--- src/rtl/mmio_arbiter.sv ---
// Two-master round-robin arbiter in front of one MMIO slot. Each grant runs
// IDLE -> ACCESS (one slot strobe) -> ACK (one-cycle ack to the winner).
module mmio_arbiter #(
  parameter int AW = 5,
  parameter int DW = 32
) (
  input  logic          clk,
  input  logic          reset,
  input  logic          m0_req,
  input  logic          m0_wr,
  input  logic [AW-1:0] m0_addr,
  input  logic [DW-1:0] m0_wr_data,
  output logic          m0_ack,
  output logic [DW-1:0] m0_rd_data,
  input  logic          m1_req,
  input  logic          m1_wr,
  input  logic [AW-1:0] m1_addr,
  input  logic [DW-1:0] m1_wr_data,
  output logic          m1_ack,
  output logic [DW-1:0] m1_rd_data,
  output logic          cs,
  output logic          read,
  output logic          write,
  output logic [AW-1:0] addr,
  output logic [DW-1:0] wr_data,
  input  logic [DW-1:0] rd_data,
  output logic [1:0]    dbg_state
);

  // Master handshake: req is held until the one-cycle ack; req/wr/addr/wr_data
  // are sampled only while IDLE, so masters may change them once granted.
  typedef enum logic [1:0] {
    IDLE   = 2'd0,
    ACCESS = 2'd1,
    ACK    = 2'd2
  } state_t;

  state_t        r_state;
  logic          r_gnt;
  logic          r_last_grant;
  logic          r_wr;
  logic [AW-1:0] r_addr;
  logic [DW-1:0] r_wr_data;
  logic [DW-1:0] r_m0_rd_data;
  logic [DW-1:0] r_m1_rd_data;
  logic          r_m0_ack;
  logic          r_m1_ack;
  logic          r_cs;
  logic          r_read;
  logic          r_write;

  logic          w_any_req;
  logic          w_pick;
  logic          w_sel_wr;
  logic [AW-1:0] w_sel_addr;
  logic [DW-1:0] w_sel_wr_data;

  // On a tie the master that did not win last time goes first.
  assign w_any_req     = m0_req | m1_req;
  assign w_pick        = (m0_req & m1_req) ? ~r_last_grant : m1_req;
  assign w_sel_wr      = w_pick ? m1_wr      : m0_wr;
  assign w_sel_addr    = w_pick ? m1_addr    : m0_addr;
  assign w_sel_wr_data = w_pick ? m1_wr_data : m0_wr_data;

  always_ff @(posedge clk or posedge reset) begin
    if (reset) begin
      r_state      <= IDLE;
      r_gnt        <= 1'b0;
      r_last_grant <= 1'b1;
      r_wr         <= 1'b0;
      r_addr       <= '0;
      r_wr_data    <= '0;
      r_m0_rd_data <= '0;
      r_m1_rd_data <= '0;
      r_m0_ack     <= 1'b0;
      r_m1_ack     <= 1'b0;
      r_cs         <= 1'b0;
      r_read       <= 1'b0;
      r_write      <= 1'b0;
    end else begin
      case (r_state)
        IDLE: begin
          if (w_any_req) begin
            r_gnt     <= w_pick;
            r_wr      <= w_sel_wr;
            r_addr    <= w_sel_addr;
            r_wr_data <= w_sel_wr_data;
            r_cs      <= 1'b1;
            r_write   <= w_sel_wr;
            r_read    <= ~w_sel_wr;
            r_state   <= ACCESS;
          end
        end
        ACCESS: begin
          r_cs    <= 1'b0;
          r_read  <= 1'b0;
          r_write <= 1'b0;
          if (r_gnt) begin
            r_m1_rd_data <= r_wr ? '0 : rd_data;
            r_m1_ack     <= 1'b1;
          end else begin
            r_m0_rd_data <= r_wr ? '0 : rd_data;
            r_m0_ack     <= 1'b1;
          end
          r_state <= ACK;
        end
        ACK: begin
          r_m0_ack     <= 1'b0;
          r_m1_ack     <= 1'b0;
          r_last_grant <= r_gnt;
          r_state      <= IDLE;
        end
        default: r_state <= IDLE;
      endcase
    end
  end

  assign m0_ack     = r_m0_ack;
  assign m1_ack     = r_m1_ack;
  assign m0_rd_data = r_m0_rd_data;
  assign m1_rd_data = r_m1_rd_data;
  assign cs         = r_cs;
  assign read       = r_read;
  assign write      = r_write;
  assign addr       = r_addr;
  assign wr_data    = r_wr_data;
  assign dbg_state  = r_state;

endmodule

--- config.mk ---
export PLATFORM = sky130hd
export DESIGN_NAME = mmio_arbiter
export DESIGN_NICKNAME = d
export VERILOG_FILES = /design/src/rtl/mmio_arbiter.sv
export SDC_FILE = /design/constraint.sdc
export NUM_CORES = 1
export LEC_CHECK = 0
export ABC_AREA = 1
export CORE_UTILIZATION = 42
export DETAILED_ROUTE_END_ITERATION = 6
export GPL_TIMING_DRIVEN = 0
export PLACE_DENSITY = 0.8
export SLEW_MARGIN = 25
export SYNTH_ARGS = -nofsm -noshare
export SYNTH_HDL_FRONTEND = slang
export SYNTH_SLANG_ARGS = --single-unit
--- constraint.sdc ---
create_clock -name clk -period 4.8 [get_ports clk]
set_clock_uncertainty 0.15 [all_clocks]
set_input_delay 0.96 -clock clk [delete_from_list [all_inputs] [get_ports clk]]
set_output_delay 0.96 -clock clk [all_outputs]
set_load 0.05 [all_outputs]
-- Word level (Yosys, flattened, before mapping)
Index checks and enable logic that the tools add are counted.
- mux-type cells: 17
- equality and inequality tests: 5
- bitwise logic cells: 5
- reductions and logical operators: 9
- operators with widths (operator ; count):
    32-bit 2-to-1 mux ; 2
    2-bit AND reduction ; 6
    1-bit one-hot mux with 2 select lines ; 5
    1-bit 2-to-1 mux ; 7
    2-bit != test (second input constant) ; 3
    5-bit 2-to-1 mux ; 1
    2-bit one-hot mux with 2 select lines ; 1
    2-bit nonzero test ; 2
    1-bit inverter ; 3
    2-bit by 1-bit equality test with 1-bit output (second input constant) ; 1
    2-bit equality test (second input constant) ; 1
    2-bit zero test ; 1
    2-bit 2-to-1 mux ; 1
    1-bit bitwise AND ; 1
    1-bit OR ; 1
- bits of input ports: 112
- output and inout bits: 108
- register bits: 111

-- Logic depth before layout (Yosys ltp)
Gate-level depths: netlist (run 1).
- word-level depth: 6
- mapped depth: 7
- mapped depth without buffers: 6

-- Worst setup path before layout (run 1)
Ideal clock, no wire load.
- path type: input to register
- from: input port m0_req
- to: register r_wr_data[10] (netlist: wr_data[10])
- path buffers: 2
- setup slack: 3.012 ns
- arrival: 1.515 ns
- stages on the path: 6
- path through: nand2_1 > nand2_2 > buf_6 > buf_4 > nor2_1 > o21ai_1
- longest elaborated chain between the ends: 3
- elaborated cells between the ends (all ways): 5
- classes of those cells: mux: 2; bitwise: 2; reduce/logical: 1
- RTL lines (what ; line ; text):
    start, declared ; 9 ; input logic m0_req,
    1-bit bitwise AND ; 60 ; assign w_pick = (m0_req & m1_req) ? ~r_last_grant : m1_req;
    1-bit 2-to-1 mux ; 60 ;
    32-bit 2-to-1 mux ; 63 ; assign w_sel_wr_data = w_pick ? m1_wr_data : m0_wr_data;
    end signal, assigned ; 87 ; r_wr_data <= w_sel_wr_data;
    end, declared ; 43 ; logic [DW-1:0] r_wr_data;
Several ways; a longest one is shown, not always the timed one.
A chain may end at the register's enable or synchronous reset.

-- Worst setup path in the final report (run 1)
- from: register r_state[1] (netlist: dbg_state[1])
- to: output port dbg_state[1]
- RTL lines (what ; line ; text):
    start, declared ; 38 ; state_t r_state;
    start signal, assigned ; 67 ; r_state <= IDLE;
    start signal, assigned ; 91 ; r_state <= ACCESS;
    start signal, assigned ; 105 ; r_state <= ACK;
    end, declared ; 27 ; output logic [1:0] dbg_state
No word-level cell between the ends.

==> results of run 1 <==
sequential cells by signal, indices dropped and copies added, names as in the netlist:
signal / cells
read: 1
write: 1
addr: 5
m0_ack: 1
dbg_state: 2
r_wr: 1
m1_rd_data: 32
cs: 1
wr_data: 32
r_gnt: 1
r_last_grant: 1
m0_rd_data: 32
m1_ack: 1
final cells by class:
cell class / instances / area share
Inverter: 79 / 0.0385
Sequential cell: 111 / 0.355
Buffer: 32 / 0.0281
Clock inverter: 6 / 0.0198
Clock buffer: 10 / 0.0305
Tap cell: 143 / 0.0228
Multi-Input combinational cell: 442 / 0.222
Timing Repair Buffer: 220 / 0.283
stage by stage:
step | TNS, ns | cell area [sq um] | hold WS [ns]
5_1_grt | 0 | 7830 | 0.339
4_1_cts | 0 | 7830 | 0.325
3_5_place_dp | 0 | 7440 | 0.307
2_1_floorplan | 0 | 5030 | 0.318
6_report | 0 | 7830 | 0.321
3_3_place_gp | -97.95 | 7410 | 0.302
synth_stat cells, drive strengths merged:
library cell	count	area share
nand2	326	0.24
dfrtp	110	0.55
nor2	74	0.060
a21oi	1	0.00099
dfstp	1	0.0052
clkbuf	2	0.0015
buf	30	0.042
inv	79	0.059
nand3	2	0.0020
o21ai	39	0.039
worst max path at each step:
stage                     slack (ns)         start  cells after the start            end
after detailed placement        2.35        m0_req                      7    wr_data[10]
after global placement         -0.90         reset                      2  m0_rd_data[3]
final                           2.05  dbg_state[1]                      1   dbg_state[1]
after floorplan                 0.76         reset                      1        addr[0]
after global routing            2.01  dbg_state[1]                      1   dbg_state[1]
after CTS                       2.05  dbg_state[1]                      1   dbg_state[1]
power by group through the flow:
stage / Clock (mW) / Sequential [mW] / Combinational [mW]
global placement: 0 / 1.62 / 3.51
floorplan: 0 / 3.05 / 0.882
finish: 0.965 / 1.62 / 3.54
global route: 1.02 / 1.67 / 3.77
detailed placement: 0 / 1.63 / 3.56
CTS: 0.981 / 1.62 / 3.57
placed cells by master (no fill, tap or decap), drive strengths merged:
master | netlist | final
clkinv | 0 | 1
nand3 | 2 | 2
inv | 79 | 79
nor2 | 74 | 74
dfstp | 1 | 1
o21ai | 39 | 39
dfrtp | 110 | 110
buf | 30 | 31
a21oi | 1 | 1
bufinv | 0 | 5
clkdlybuf4s50 | 0 | 219
clkbuf | 2 | 12
nand2 | 326 | 326
logic make-up after synthesis:
kind of cell           Yosys count
and+or+nand+nor                402
buffers and inverters          111
DFF                            111
AOI/OAI and AO/OA               40
routing by layer:
layer,vias to the layer above,track usage,wire (um)
met4,0,0.0685,180
li1,2414,-,-
met2,176,0.422,6800
met5,-,0,0
met1,2203,0.288,5780
met3,12,0.0686,1190
worst min-delay path, cell delays in order, from the launching register on:
cell     delay (ns)
dfrtp_1        0.35
nand2_1        0.05
nand2_1        0.04
==> run metrics, run 1 <==
Finished Core Util=0.677; Slew HR=0.622; Peak VDD IR=0.421 mV; Routed Antenna Nets=0; Clock Root Buffer=clkbuf_16; post-synthesis xor/xnor area fraction=0; Num CTS Buffers=9; combinational power share=0.578; worst reg2reg path endpoint=wr_data[0]; GR Util All Layers=0.241; crit path capture type=output port; Setup Crit Path Kind=flip-flop to output port; RSZ-0062 raised after global routing=no; max incr delay on CP=about 0.87 ns; max-slew violations=0; Switching Fraction=0.487; net load switching power=a little under 3 mW; H-tree levels=3; Mapped Area=5030 sq um; Filler Cells Inserted=slightly below 1000; final setup vio count=0; dpl hpwl=~10000 um; pin count of the biggest net entering global routing=60; Synth Instances=approximately 660; first-pass iteration count of the detailed router=6; Vias=a little under 5000; Placer Congestion=roughly 0.8; internal power=between 3 and 4 mW; R2R cell count=6; hold crit path type=flip-flop to flip-flop; Clk pwr share=0.158; status=finished, violations left; routed wire length=~14000 um; max-cap violations=0; Die Y=111 um; number of global-route vias before repair=4828; Clock Latency Late Sink=~0.34 ns; Hold Path Stages=2; worst setup margin=approximately 2.1 ns; CP delay by family, top=buffers and inverters; PwrDens=between 700 and 800 nW/um^2; Synth Area in Simple Gates=0.306; port bufs=219; reg2reg start=r_last_grant; Cell variety after synth=16; Min-Delay Endpoint=m1_rd_data[9]; Post-CTS Setup Bufs=0; Post-Synth Adder-Cell Area=0; Post-Layout Cell Count=approximately 1000; largest family of logic cells by synthesized area=simple AND/OR/NAND/NOR gates; n_diodes=0; mux contribution to synthesized area=0; flop-to-flop setup slack=about 3.3 ns; Seq/Total Area, Yosys=0.552; die area=between 10000 and 15000 sq um; CORE AREA=11600 sq um; Syn Area/Cell=about 7.6 sq um; Die W=between 100 and 150 um; first-pass GRT wire length=23800 um; clk sinks=roughly 110; gr ovfl total=0; Seq cells post-synth=111; Place WS=2.35 ns; CP arrival=1.64 ns; startpoint types=flip-flop; Max Fclk=364 MHz; detail-routed net length per standard cell=between 10 and 15 um; Tmin final=~2.7 ns; antenna violations before repair=0; Final Hold Fails=0; DRC=16; sequential share of power=0.264; Pwr Total=a little over 6 mW; count of placed standard cells including taps=1027; total of warnings raised by yosys=0; CTS tree=done; hold buffers post-CTS=0; slowest stage cell, crit path=clkdlybuf4s50_1; Worst-Margin Slew=between 0.5 and 0.6 ns; Final Cycle Share=0.572; CTS resizes=0; failing checks=DRC; Multi-input gate area=1740 sq um; share of layout cells above drive strength 1=0.0644; I/O pin total=220; Synth Net Count=a little under 800; Area growth syn-to-layout=55.6%; Initial Utilization=0.435; # rows=39; Nets=between 1000 and 1500; buffers plus inverters on the worst setup path=1; Max Buffers Root-to-Sink=2; register area=~2800 sq um; Initial DRC Count=338; routed vias/inst=around 4.6; CP max FO=4; Cell Chain, Critical Path=clkdlybuf4s50_1; static leakage=4.06 nW; Worst Path Required=~3.7 ns; Compound-Gate Fraction of Synth Area=0.0398; Clock transition at path regs=~0.07 ns; hold_sp=m1_rd_data[9]
Power figures use the tool's default switching activity.
==> inputs of run 2 (changes only) <==
--- a/config.mk
+++ b/config.mk
@@ -6,10 +6,10 @@
 export NUM_CORES = 1
 export LEC_CHECK = 0
 export ABC_AREA = 1
-export CORE_UTILIZATION = 42
+export CORE_UTILIZATION = 38
 export DETAILED_ROUTE_END_ITERATION = 6
 export GPL_TIMING_DRIVEN = 0
-export PLACE_DENSITY = 0.8
+export PLACE_DENSITY = 0.76
 export SLEW_MARGIN = 25
 export SYNTH_ARGS = -nofsm -noshare
 export SYNTH_HDL_FRONTEND = slang
==> constraint.sdc (replaced) <==
create_clock -name clk -period 2.5 [get_ports clk]
set_clock_uncertainty 0.15 [all_clocks]
set_input_delay 0.5 -clock clk [delete_from_list [all_inputs] [get_ports clk]]
set_output_delay 0.5 -clock clk [all_outputs]
set_load 0.05 [all_outputs]
==> run 2 against run 1 <==
The run now ends clean. Wire length up 3.5%. Utilization down 6.3 points. Via count down 1.3%. Sequential cell count unchanged. Critical endpoint is now dbg_state[0]. Largest power group unchanged. Highest routed layer unchanged.
==> run metrics, run 2 (synthesis gave the netlist of run 1 again) <==
commonest non-fill, non-tap cell in the layout=nand2_1 (unchanged); CTS resizes=0 (unchanged); Tmin final=~2.3 ns; Cell Chain, Critical Path=clkdlybuf4s50_1 (unchanged); worst setup margin=0.222 ns (was 2.05 ns); DRC=0 (was 16); Min-Delay Endpoint=m0_rd_data[19] (was m1_rd_data[9]); n_diodes=0 (unchanged); static leakage=4.04 nW (was 4.06 nW); Max Buffers Root-to-Sink=2 (unchanged); dpl hpwl=11000 um (was 10400 um); routed wire length=14400 um (was 13900 um); Final Cycle Share=0.911; GR Util All Layers=0.222 (was 0.241); # rows=41 (was 39); pin count of the biggest net entering global routing=31 (was 60); Filler Cells Inserted=1143 (was 977); port bufs=219 (unchanged); Slew HR=0.610 (was 0.622); CP delay by family, top=buffers and inverters (unchanged); antenna violations before repair=0 (unchanged); register area=2780 sq um (unchanged); PwrDens=1460 nW/um^2 (was 782 nW/um^2); routed vias/inst=4.41 (was 4.61); Initial DRC Count=233 (was 338); buffers plus inverters on the worst setup path=1 (unchanged); Die Y=117 um (was 111 um); reg2reg start=dbg_state[1] (was r_last_grant); CORE AREA=12800 sq um (was 11600 sq um); Place WS=0.494 ns (was 2.35 ns); die area=13700 sq um (was 12400 sq um); startpoint types=flip-flop (unchanged); Nets=1010 (was 1007); share of layout cells above drive strength 1=0.0653 (was 0.0644); detail-routed net length per standard cell=13.4 um (about the same); status=finished clean (was finished, violations left); Clock transition at path regs=0.08 ns (was 0.07 ns); RSZ-0062 raised after global routing=no (unchanged); Worst Path Required=1.85 ns (was 3.69 ns); max incr delay on CP=0.86 ns (was 0.87 ns); Hold Path Stages=2 (unchanged); max-slew violations=0 (unchanged); I/O pin total=220 (unchanged); first-pass iteration count of the detailed router=4 (was 6); clk sinks=111 (unchanged); max-cap violations=0 (unchanged); Placer Congestion=0.783 (was 0.819); number of global-route vias before repair=4633 (was 4828); crit path capture type=output port (unchanged); Clock Latency Late Sink=0.35 ns (was 0.34 ns); Peak VDD IR=0.700 mV (was 0.421 mV); H-tree levels=3 (unchanged); Final Hold Fails=0 (unchanged); hold buffers post-CTS=0 (unchanged); Vias=4741 (was 4805); WP depth=1 (unchanged); Area growth syn-to-layout=55.8% (was 55.6%); hold_sp=m0_rd_data[19] (was m1_rd_data[9]); Initial Utilization=0.394 (was 0.435); Die W=117 um (was 111 um); hold crit path type=flip-flop to flip-flop (unchanged); Clock Root Buffer=clkbuf_16 (unchanged); CP max FO=4 (unchanged); Max Fclk=about 440 MHz; Worst-Margin Slew=0.582 ns (was 0.565 ns); CP arrival=1.63 ns (was 1.64 ns); Post-CTS Setup Bufs=0 (unchanged); worst reg2reg path endpoint=m1_rd_data[21] (was wr_data[0]); CTS tree=done (unchanged); most frequent cells in the layout=nand2_1 (324), clkdlybuf4s50_1 (219), dfrtp_1 (110), inv_1 (74), nor2_1 (71) (unchanged); Pwr Total=11.4 mW (was 6.12 mW); Num CTS Buffers=9 (unchanged); final setup vio count=0 (unchanged); gr ovfl total=0 (unchanged); Setup Crit Path Kind=flip-flop to output port (unchanged); flop-to-flop setup slack=0.99 ns (was 3.30 ns); first-pass GRT wire length=22800 um (was 23800 um); R2R cell count=6 (unchanged); hold slack=0.319 ns (was 0.321 ns); Multi-input gate area=1740 sq um (unchanged); Routed Antenna Nets=0 (unchanged); slowest stage cell, crit path=clkdlybuf4s50_1 (unchanged)
-- run 2: cell count changes in the layout (fill, tap and decap cells not counted) --
cell and change:
bufinv_16 -4, buf_12 +3, clkbuf_1 +2, clkbuf_8 +2, clkinvlp_4 +2, clkinv_2 -1
inv_6 -1
-- run 2: per-layer routing --
layer  up-vias  global-route usage  wire length [um]
li1       2414                   -                 -
met1      2123               0.248              5780
met2       183               0.386              6870
met3        21              0.0798              1450
met4         0              0.0861               338
met5         -                   0                 0
-- run 2: area by class of cell --
| cell class | count | share of cell area |
|---|---|---|
| clock buffer | 14 | 0.0349 |
| timing repair buffer | 223 | 0.291 |
| sequential | 111 | 0.354 |
| buffer | 32 | 0.0281 |
| tap | 172 | 0.0274 |
| multi-input combinational | 442 | 0.222 |
| inverter | 79 | 0.0383 |
| clock inverter | 2 | 0.00478 |
-- run 2: where the power goes --
part / switching (mW) / leakage [nW] / internal (mW) / total (mW)
clock network: 0.648 / 0.149 / 0.862 / 1.51
registers: 0.479 / 1.38 / 2.63 / 3.11
logic: 4.62 / 2.51 / 2.19 / 6.81
total: 5.74 / 4.04 / 5.69 / 11.4
-- run 2: per-stage QoR --
stage               cells   util  TNS [ns]  area (sq um)
global placement     1055  0.583    -68.64          7450
floorplan             664      -         0          5040
CTS                  1075  0.614         0          7850
global route         1075  0.614         0          7850
detailed placement   1059  0.590         0          7530
finish               1075  0.614         0          7850
-- run 2: worst max path at each step --
stage	startpoint	slack [ns]	endpoint
6_report	dbg_state[0]	0.22	dbg_state[0]
2_1_floorplan	reset	0.51	addr[0]
3_3_place_gp	reset	-0.63	m1_rd_data[20]
3_5_place_dp	m1_req	0.49	r_gnt
4_1_cts	dbg_state[0]	0.21	dbg_state[0]
5_1_grt	dbg_state[0]	0.15	dbg_state[0]
==> inputs of run 3 (changes only) <==
--- a/config.mk
+++ b/config.mk
@@ -7,6 +7,7 @@
 export LEC_CHECK = 0
 export ABC_AREA = 1
 export CORE_UTILIZATION = 38
+export CTS_CLUSTER_SIZE = 40
 export DETAILED_ROUTE_END_ITERATION = 6
 export GPL_TIMING_DRIVEN = 0
 export PLACE_DENSITY = 0.76
==> results of run 3 <==
Same layout as run 2: the final DEF is identical, and so are final timing and power.
